$ cat src/rtl/ysyx_22040895_ifu_pcgen_pkg.sv
// rtl/ysyx_22040895_ifu_pcgen_pkg.sv - shared constants, queue-entry layout and FSM states for the PC generator
package ysyx_22040895_ifu_pcgen_pkg;

    localparam int          PKG_XLEN       = 64;
    localparam logic [63:0] PKG_RESET_PC   = 64'h0000_0000_8000_0000;
    localparam int          PKG_INST_BYTES = 4;
    localparam logic [31:0] INST_NOP       = 32'h0000_0013;

    // Instruction-queue entry packed as {pc, inst, misalign}; misalign is bit 0.
    localparam int ENT_MIS_BIT  = 0;
    localparam int ENT_INST_LSB = 1;
    localparam int ENT_PC_LSB   = 33;

    function automatic int ent_width(input int xlen);
        return xlen + 33;
    endfunction

    // RUN issues fetches; MIS_PEND waits to enqueue a misaligned marker; HALT waits for a redirect.
    typedef enum logic [1:0] {
        ST_RUN      = 2'd0,
        ST_MIS_PEND = 2'd1,
        ST_HALT     = 2'd2
    } pcgen_state_e;

endpackage

$ cat src/rtl/ysyx_22040895_sync_fifo.sv
// rtl/ysyx_22040895_sync_fifo.sv - synchronous FIFO with flush; head presented combinationally
module ysyx_22040895_sync_fifo #(
    parameter int WIDTH = 8,
    parameter int DEPTH = 2,
    localparam int AW = $clog2(DEPTH),
    localparam int CW = AW + 1
) (
    input  logic             clk,
    input  logic             rst,
    input  logic             flush,
    input  logic             push,
    input  logic [WIDTH-1:0] push_data,
    input  logic             pop,
    output logic [WIDTH-1:0] head_data,
    output logic             empty,
    output logic             full,
    output logic [CW-1:0]    count
);

    logic [WIDTH-1:0] mem [DEPTH];
    logic [AW-1:0]    wr_ptr;
    logic [AW-1:0]    rd_ptr;
    logic             do_push;
    logic             do_pop;

    assign empty     = (count == '0);
    assign full      = (count == CW'(DEPTH));
    assign do_pop    = pop && !empty;
    // A push into a full FIFO is legal when the head leaves in the same cycle.
    assign do_push   = push && (!full || do_pop);
    assign head_data = mem[rd_ptr];

    // Pointer and occupancy tracking; flush empties the FIFO and wins over push/pop.
    always_ff @(posedge clk) begin
        if (rst || flush) begin
            wr_ptr <= '0;
            rd_ptr <= '0;
            count  <= '0;
        end else begin
            if (do_push) wr_ptr <= wr_ptr + 1'b1;
            if (do_pop)  rd_ptr <= rd_ptr + 1'b1;
            count <= count + CW'(do_push) - CW'(do_pop);
        end
    end

    // Storage write; contents need no reset because occupancy gates every read.
    always_ff @(posedge clk) begin
        if (do_push && !flush && !rst) begin
            mem[wr_ptr] <= push_data;
        end
    end

endmodule

$ cat src/rtl/ysyx_22040895_ifu_pcgen.sv
// rtl/ysyx_22040895_ifu_pcgen.sv - PC generator and fetch front-end; optional YSYX_22040895_MISALIGN_CHK_EN
module ysyx_22040895_ifu_pcgen
    import ysyx_22040895_ifu_pcgen_pkg::*;
#(
    parameter int              XLEN       = PKG_XLEN,
    parameter logic [XLEN-1:0] RESET_PC   = XLEN'(PKG_RESET_PC),
    parameter int              INST_BYTES = PKG_INST_BYTES,
    parameter int              DEPTH      = 2
) (
    input  logic            clk,
    input  logic            rst,
    input  logic            redirect_valid,
    input  logic [XLEN-1:0] redirect_pc,
    input  logic            trap_valid,
    input  logic [XLEN-1:0] trap_pc,
    output logic            req_valid,
    output logic [XLEN-1:0] req_addr,
    input  logic            req_ready,
    input  logic            rsp_valid,
    input  logic [31:0]     rsp_inst,
    output logic            out_valid,
    output logic [XLEN-1:0] out_pc,
    output logic [31:0]     out_inst,
    output logic            out_misalign,
    input  logic            out_ready
);

    localparam int CW = $clog2(DEPTH) + 1;
    localparam int EW = ent_width(XLEN);

    pcgen_state_e    state;
    pcgen_state_e    state_nxt;
    logic [XLEN-1:0] pc;
    logic [CW-1:0]   outstanding;
    logic [CW-1:0]   kill_count;

    logic            redir_any;
    logic [XLEN-1:0] sel_pc;
    logic [XLEN-1:0] tgt_pc;
    logic            tgt_mis;
    logic [CW:0]     credit_used;
    logic            credit_ok;
    logic            req_accept;
    logic            rsp_take;
    logic            rsp_keep;
    logic            mark_push;

    logic            ifq_empty;
    logic            ifq_full;
    logic [CW-1:0]   ifq_count;
    logic [XLEN-1:0] ifq_head;

    logic            q_push;
    logic [EW-1:0]   q_push_data;
    logic [EW-1:0]   q_head;
    logic            q_empty;
    logic            q_full;
    logic [CW-1:0]   q_count;
    logic            unused_ok;

    assign redir_any = trap_valid | redirect_valid;
    assign sel_pc    = trap_valid ? trap_pc : redirect_pc;

`ifdef YSYX_22040895_MISALIGN_CHK_EN
    assign tgt_pc    = sel_pc;
    assign tgt_mis   = (sel_pc[1:0] != 2'b00);
    assign unused_ok = ^{ifq_empty, ifq_full, ifq_count};
`else
    assign tgt_pc    = {sel_pc[XLEN-1:2], 2'b00};
    assign tgt_mis   = 1'b0;
    assign unused_ok = ^{ifq_empty, ifq_full, ifq_count, sel_pc[1:0], q_head[ENT_MIS_BIT]};
`endif

    // Killed fetches still hold a credit until their response returns.
    assign credit_used = {1'b0, outstanding} + {1'b0, q_count};
    assign credit_ok   = (credit_used < (CW+1)'(DEPTH));
    assign req_addr    = pc;
    assign req_accept  = req_valid & req_ready;
    assign rsp_take    = rsp_valid & (outstanding != '0);
    assign rsp_keep    = rsp_take & (kill_count == '0);

    // Fetch state register.
    always_ff @(posedge clk) begin
        if (rst) state <= ST_RUN;
        else     state <= state_nxt;
    end

    // Next state, request enable and misaligned-marker push; a redirect always re-decides the state.
    always_comb begin
        state_nxt = state;
        req_valid = 1'b0;
        mark_push = 1'b0;
        case (state)
            ST_RUN:      req_valid = credit_ok && !rst;
            ST_MIS_PEND: begin
                mark_push = !q_full;
                if (!q_full) state_nxt = ST_HALT;
            end
            ST_HALT:     state_nxt = ST_HALT;
            default:     state_nxt = ST_RUN;
        endcase
        if (redir_any) state_nxt = tgt_mis ? ST_MIS_PEND : ST_RUN;
    end

    // PC, outstanding and kill bookkeeping; a request accepted alongside a redirect is born killed.
    always_ff @(posedge clk) begin
        if (rst) begin
            pc          <= RESET_PC;
            outstanding <= '0;
            kill_count  <= '0;
        end else begin
            outstanding <= outstanding + CW'(req_accept) - CW'(rsp_take);
            if (redir_any) begin
                kill_count <= outstanding - CW'(rsp_take) + CW'(req_accept);
            end else if (rsp_take && (kill_count != '0)) begin
                kill_count <= kill_count - 1'b1;
            end
            if (redir_any)       pc <= tgt_pc;
            else if (req_accept) pc <= pc + XLEN'(INST_BYTES);
        end
    end

`ifndef SYNTHESIS
    logic [15:0] sim_orphan_rsp_cnt;
    // Count responses that arrive with nothing outstanding (protocol errors) for waveform debug.
    always_ff @(posedge clk) begin
        if (rst)                                  sim_orphan_rsp_cnt <= '0;
        else if (rsp_valid && outstanding == '0)  sim_orphan_rsp_cnt <= sim_orphan_rsp_cnt + 1'b1;
    end
`endif

    ysyx_22040895_sync_fifo #(
        .WIDTH (XLEN),
        .DEPTH (DEPTH)
    ) u_inflight_fifo (
        .clk       (clk),
        .rst       (rst),
        .flush     (redir_any),
        .push      (req_accept & ~redir_any),
        .push_data (pc),
        .pop       (rsp_keep),
        .head_data (ifq_head),
        .empty     (ifq_empty),
        .full      (ifq_full),
        .count     (ifq_count)
    );

    assign q_push      = rsp_keep | mark_push;
    assign q_push_data = mark_push ? {pc, 32'h0, 1'b1} : {ifq_head, rsp_inst, 1'b0};

    ysyx_22040895_sync_fifo #(
        .WIDTH (EW),
        .DEPTH (DEPTH)
    ) u_inst_queue (
        .clk       (clk),
        .rst       (rst),
        .flush     (redir_any),
        .push      (q_push),
        .push_data (q_push_data),
        .pop       (out_valid & out_ready),
        .head_data (q_head),
        .empty     (q_empty),
        .full      (q_full),
        .count     (q_count)
    );

    assign out_valid = !q_empty && !rst;
    assign out_pc    = out_valid ? q_head[ENT_PC_LSB +: XLEN] : '0;
    assign out_inst  = out_valid ? q_head[ENT_INST_LSB +: 32] : '0;

`ifdef YSYX_22040895_MISALIGN_CHK_EN
    assign out_misalign = out_valid & q_head[ENT_MIS_BIT];
`else
    assign out_misalign = 1'b0;
`endif

endmodule

$ cat config.mk
export PLATFORM = sky130hd
export DESIGN_NAME = ysyx_22040895_ifu_pcgen
export DESIGN_NICKNAME = d
export VERILOG_FILES = /design/src/rtl/ysyx_22040895_ifu_pcgen_pkg.sv /design/src/rtl/ysyx_22040895_sync_fifo.sv /design/src/rtl/ysyx_22040895_ifu_pcgen.sv
export SDC_FILE = /design/constraint.sdc
export NUM_CORES = 1
export LEC_CHECK = 0
export BUFFER_PORTS_ARGS = -buffer_cell sky130_fd_sc_hd__clkbuf_2
export CAP_MARGIN = 0
export CORE_UTILIZATION = 55
export CTS_CLUSTER_SIZE = 10
export DETAILED_ROUTE_END_ITERATION = 16
export PLACE_DENSITY = 0.78
export SETUP_SLACK_MARGIN = 0.4
export SLEW_MARGIN = 30
export SYNTH_ARGS = -nofsm -noshare
export SYNTH_HDL_FRONTEND = slang
export SYNTH_SLANG_ARGS = --single-unit
$ cat constraint.sdc
create_clock -name clk -period 7.6 [get_ports clk]
set_clock_uncertainty 0.05 [all_clocks]
set_input_delay 0 -clock clk [delete_from_list [all_inputs] [get_ports clk]]
set_output_delay 0 -clock clk [all_outputs]
set_load 0.03 [all_outputs]
==> results.json <==
{
  "crit_path_start_kind": "register",
  "clock-sinks": 388,
  "crit_arrival_ns": 4.71,
  "p_comb_share_pct": 9.9,
  "synth_area_leader_cell": "edfxtp_1",
  "track_usage_pct": 28.5,
  "fp.dieW_um": 173,
  "critPathRequiredTime_ns": 7.97,
  "path_cells": "and2_1 > fa_1 > nor4b_4 > inv_2 > nor3_4 > nand4_2 > nor2_1 > xnor2_1 > a211oi_1 > dlygate4sd3_1",
  "power_frac_seq_pct": 50.9,
  "die_area_um2": 30000,
  "gp_congestion": 0.801,
  "wl_per_cell_um": 20.7,
  "ant_nets": 0,
  "syn_inst": 1174,
  "synth_common_cells": "edfxtp_1, nor2_1, mux2i_1",
  "fin_crit_sh_pct": 57.1,
  "seqCellArea_um2": 10900,
  "whs_path_depth": 5,
  "yosysSeqAreaShare_pct": 67.5,
  "slowest_delay_ns": 0.72,
  "cp_slowest_cell": "nor4b_4",
  "num_rows": 62,
  "hp-class": "in2reg",
  "drc": 0,
  "grt_pass1_vias": 12300,
  "slew_headroom_pct": 35.4,
  "grt_max_degree": 68,
  "hpwl_mm": 24.9,
  "numCtsBuffers": 44,
  "cp.depth": 10,
  "fp.coreArea_um2": 28800,
  "cts_resized": 0,
  "period_minus_slack_ns": 4.34,
  "clkPwrFrac_pct": 39.3,
  "multi_input_area_um2": 4920,
  "rsz0062_at_grt": "no",
  "gr-total-overflow": 0,
  "finalMaxSlewViolations": 0,
  "synth.distinct_cells": 57,
  "dr.pass1.iters": 5,
  "drive_above_1_share_pct": 28.0,
  "synthesis.area_um2": 16100,
  "yosysWarnings": 0,
  "path_clk_slew_ns": 0.06,
  "synth.most_common_cell": "edfxtp_1",
  "antenna_found_initial": 1,
  "p_switching_mw": 1.12,
  "ios": 330,
  "syn_avg_cell_area_um2": 13.7,
  "synth_edf_count": 312,
  "cap_violations": 0,
  "clk-insertion-delay-late_ns": 0.54,
  "path_delay_family": "simple AND/OR/NAND/NOR gates",
  "vias": 11700,
  "drtIter0Drc": 723,
  "setup-violations-final": 0,
  "htreeDepth": 2,
  "cp_max_fo": 14,
  "leakagePower_nw": 7.62,
  "cts_root_buffer": "clkbuf_16",
  "reg2reg_depth": 10,
  "critPathKind": "reg2reg",
  "clock_path_buffers": 3,
  "reg2reg_slack_ns": 3.26,
  "start_util_pct": 56.0,
  "finalInstanceArea_um2": 21000,
  "vias_per_cell": 5.66,
  "finalHoldViolations": 0,
  "synth_seq_cells": 388,
  "endpoint_kind": "register",
  "cts_tree": "done",
  "fmax_ghz": 0.231,
  "crit_buf_inv": 2,
  "synth-async-reset-ratio_pct": 0,
  "cts_setup_buffers": 0,
  "synthTopCellsByArea": "edfxtp_1, dfxtp_1, mux2i_1",
  "wirelength_mm": 42.8,
  "place_area_um2": 18100,
  "synth.top_cell.area_share_pct": 58.1,
  "final_nets": 1823,
  "status": "completed",
  "die_y_um": 173,
  "worstMarginPinSlew_ns": 0.969,
  "synth_ff_type": "edfxtp_1",
  "nFillCells": 1846,
  "power_density_nw_per_um2": 228,
  "place.port_buffers": 320,
  "p_int_mw": 3.65,
  "vdd.ir_drop.worst_uv": 147,
  "area_delta_synth_final_pct": 30.0,
  "fin_tns_setup_ns": 0,
  "switching_share_pct": 23.5,
  "grt_pass1_wl_mm": 66.1
}
## area by class of cell
type,count,share of cell area (%)
sequential,388,52.0
multi-input combinational,696,23.5
clock buffer,77,5.84
inverter,27,0.484
timing repair buffer,490,15.7
antenna,1,0.0119
clock inverter,3,0.215
tap,384,2.29
## metrics by stage
stage / cells / power (mW) / util [%] / hold WS, ns / worst slack (ns)
4_1_cts: 2064 / 4.79 / 72.7 / 0.00845 / 3.34
2_1_floorplan: 1178 / 2.70 / - / 0.0489 / 1.80
3_5_place_dp: 1827 / 2.86 / 62.9 / 0.145 / 3.68
6_report: 2066 / 4.78 / 72.8 / 0.0266 / 3.26
5_1_grt: 2066 / 4.92 / 72.8 / 0.0466 / 3.10
3_3_place_gp: 1827 / 2.84 / 62.9 / 0.140 / 3.72
## kinds of logic (layout without fill, tap and decap cells)
| kind of cell | after synthesis | in the layout | synth area share (%) |
|---|---|---|---|
| flops | 388 | 388 | 67.5 |
| other cells | 1 | 6 | 0.0233 |
| fa+ha+maj | 9 | 9 | 0.745 |
| compound gates | 135 | 135 | 5.56 |
| buf+inv | 94 | 597 | 2.34 |
| simple gates | 317 | 317 | 9.57 |
| mux | 163 | 163 | 10.6 |
| xor+xnor | 67 | 67 | 3.64 |
## power groups by stage
stage	logic (mW)	registers, mW	clock network (mW)
final	0.471	2.43	1.88
after global routing	0.504	2.44	1.98
after CTS	0.460	2.43	1.90
after detailed placement	0.384	2.47	0
after global placement	0.375	2.47	0
after floorplan	0.203	2.50	0
## layout by cell type, fill, tap and decap left out, types with 4 or more instances in the layout
cell and count:
clkbuf_2 320, edfxtp_1 312, dlygate4sd3_1 157, nor2_1 146
mux2i_1 101, dfxtp_1 74, mux2_2 62, nand2_1 53
xnor2_1 50, clkbuf_16 44, o22ai_1 35, clkbuf_1 33
inv_1 26, a211oi_1 24, nand3_1 22, a21oi_1 22
nor3_1 20, nand4_1 19, xor2_1 17, o21ai_0 15
a22oi_1 15, nor4_1 13, buf_4 12, ha_1 8
o21a_1 5, and3_1 5, conb_1 5, and2_1 4
or2_2 4, nor4_2 4
## worst paths after layout
check	to	startpoint
max	req_addr[41]	u_inst_queue.count[0]
min	req_addr[48]	req_ready
max reg2reg	req_addr[41]	u_inst_queue.count[0]
min reg2reg	register	u_inst_queue.rd_ptr
## flip-flops by register name, indices dropped and copies added (netlist names), named ones only
| name | flops |
|---|---|
| u_inflight_fifo.wr_ptr | 1 |
| u_inst_queue.rd_ptr | 1 |
| req_addr | 62 |
| u_inst_queue.wr_ptr | 1 |
| outstanding | 2 |
| u_inflight_fifo.count | 2 |
| u_inflight_fifo.rd_ptr | 1 |
| u_inst_queue.count | 2 |
| u_inflight_fifo.mem | 124 |
| u_inst_queue.mem | 188 |
| kill_count | 2 |
## per-layer routing
metal	wire (µm)	GRT usage, %
met4	1450	11.9
met3	3190	5.33
met5	0	0
met2	21000	48.4
met1	17200	36.2
## tightest hold or removal path, stage by stage
cell	delay (ns)
clkbuf_2	0.09
nor4b_4	0.18
o2bb2ai_1	0.13
nand2_1	0.06
a21oi_1	0.12
## timing repair
action	CTS	global route
hold buffers	157	0
setup endpoints to repair	0	0
hold endpoints to repair	128	0
(Power assumes the default switching activity.)
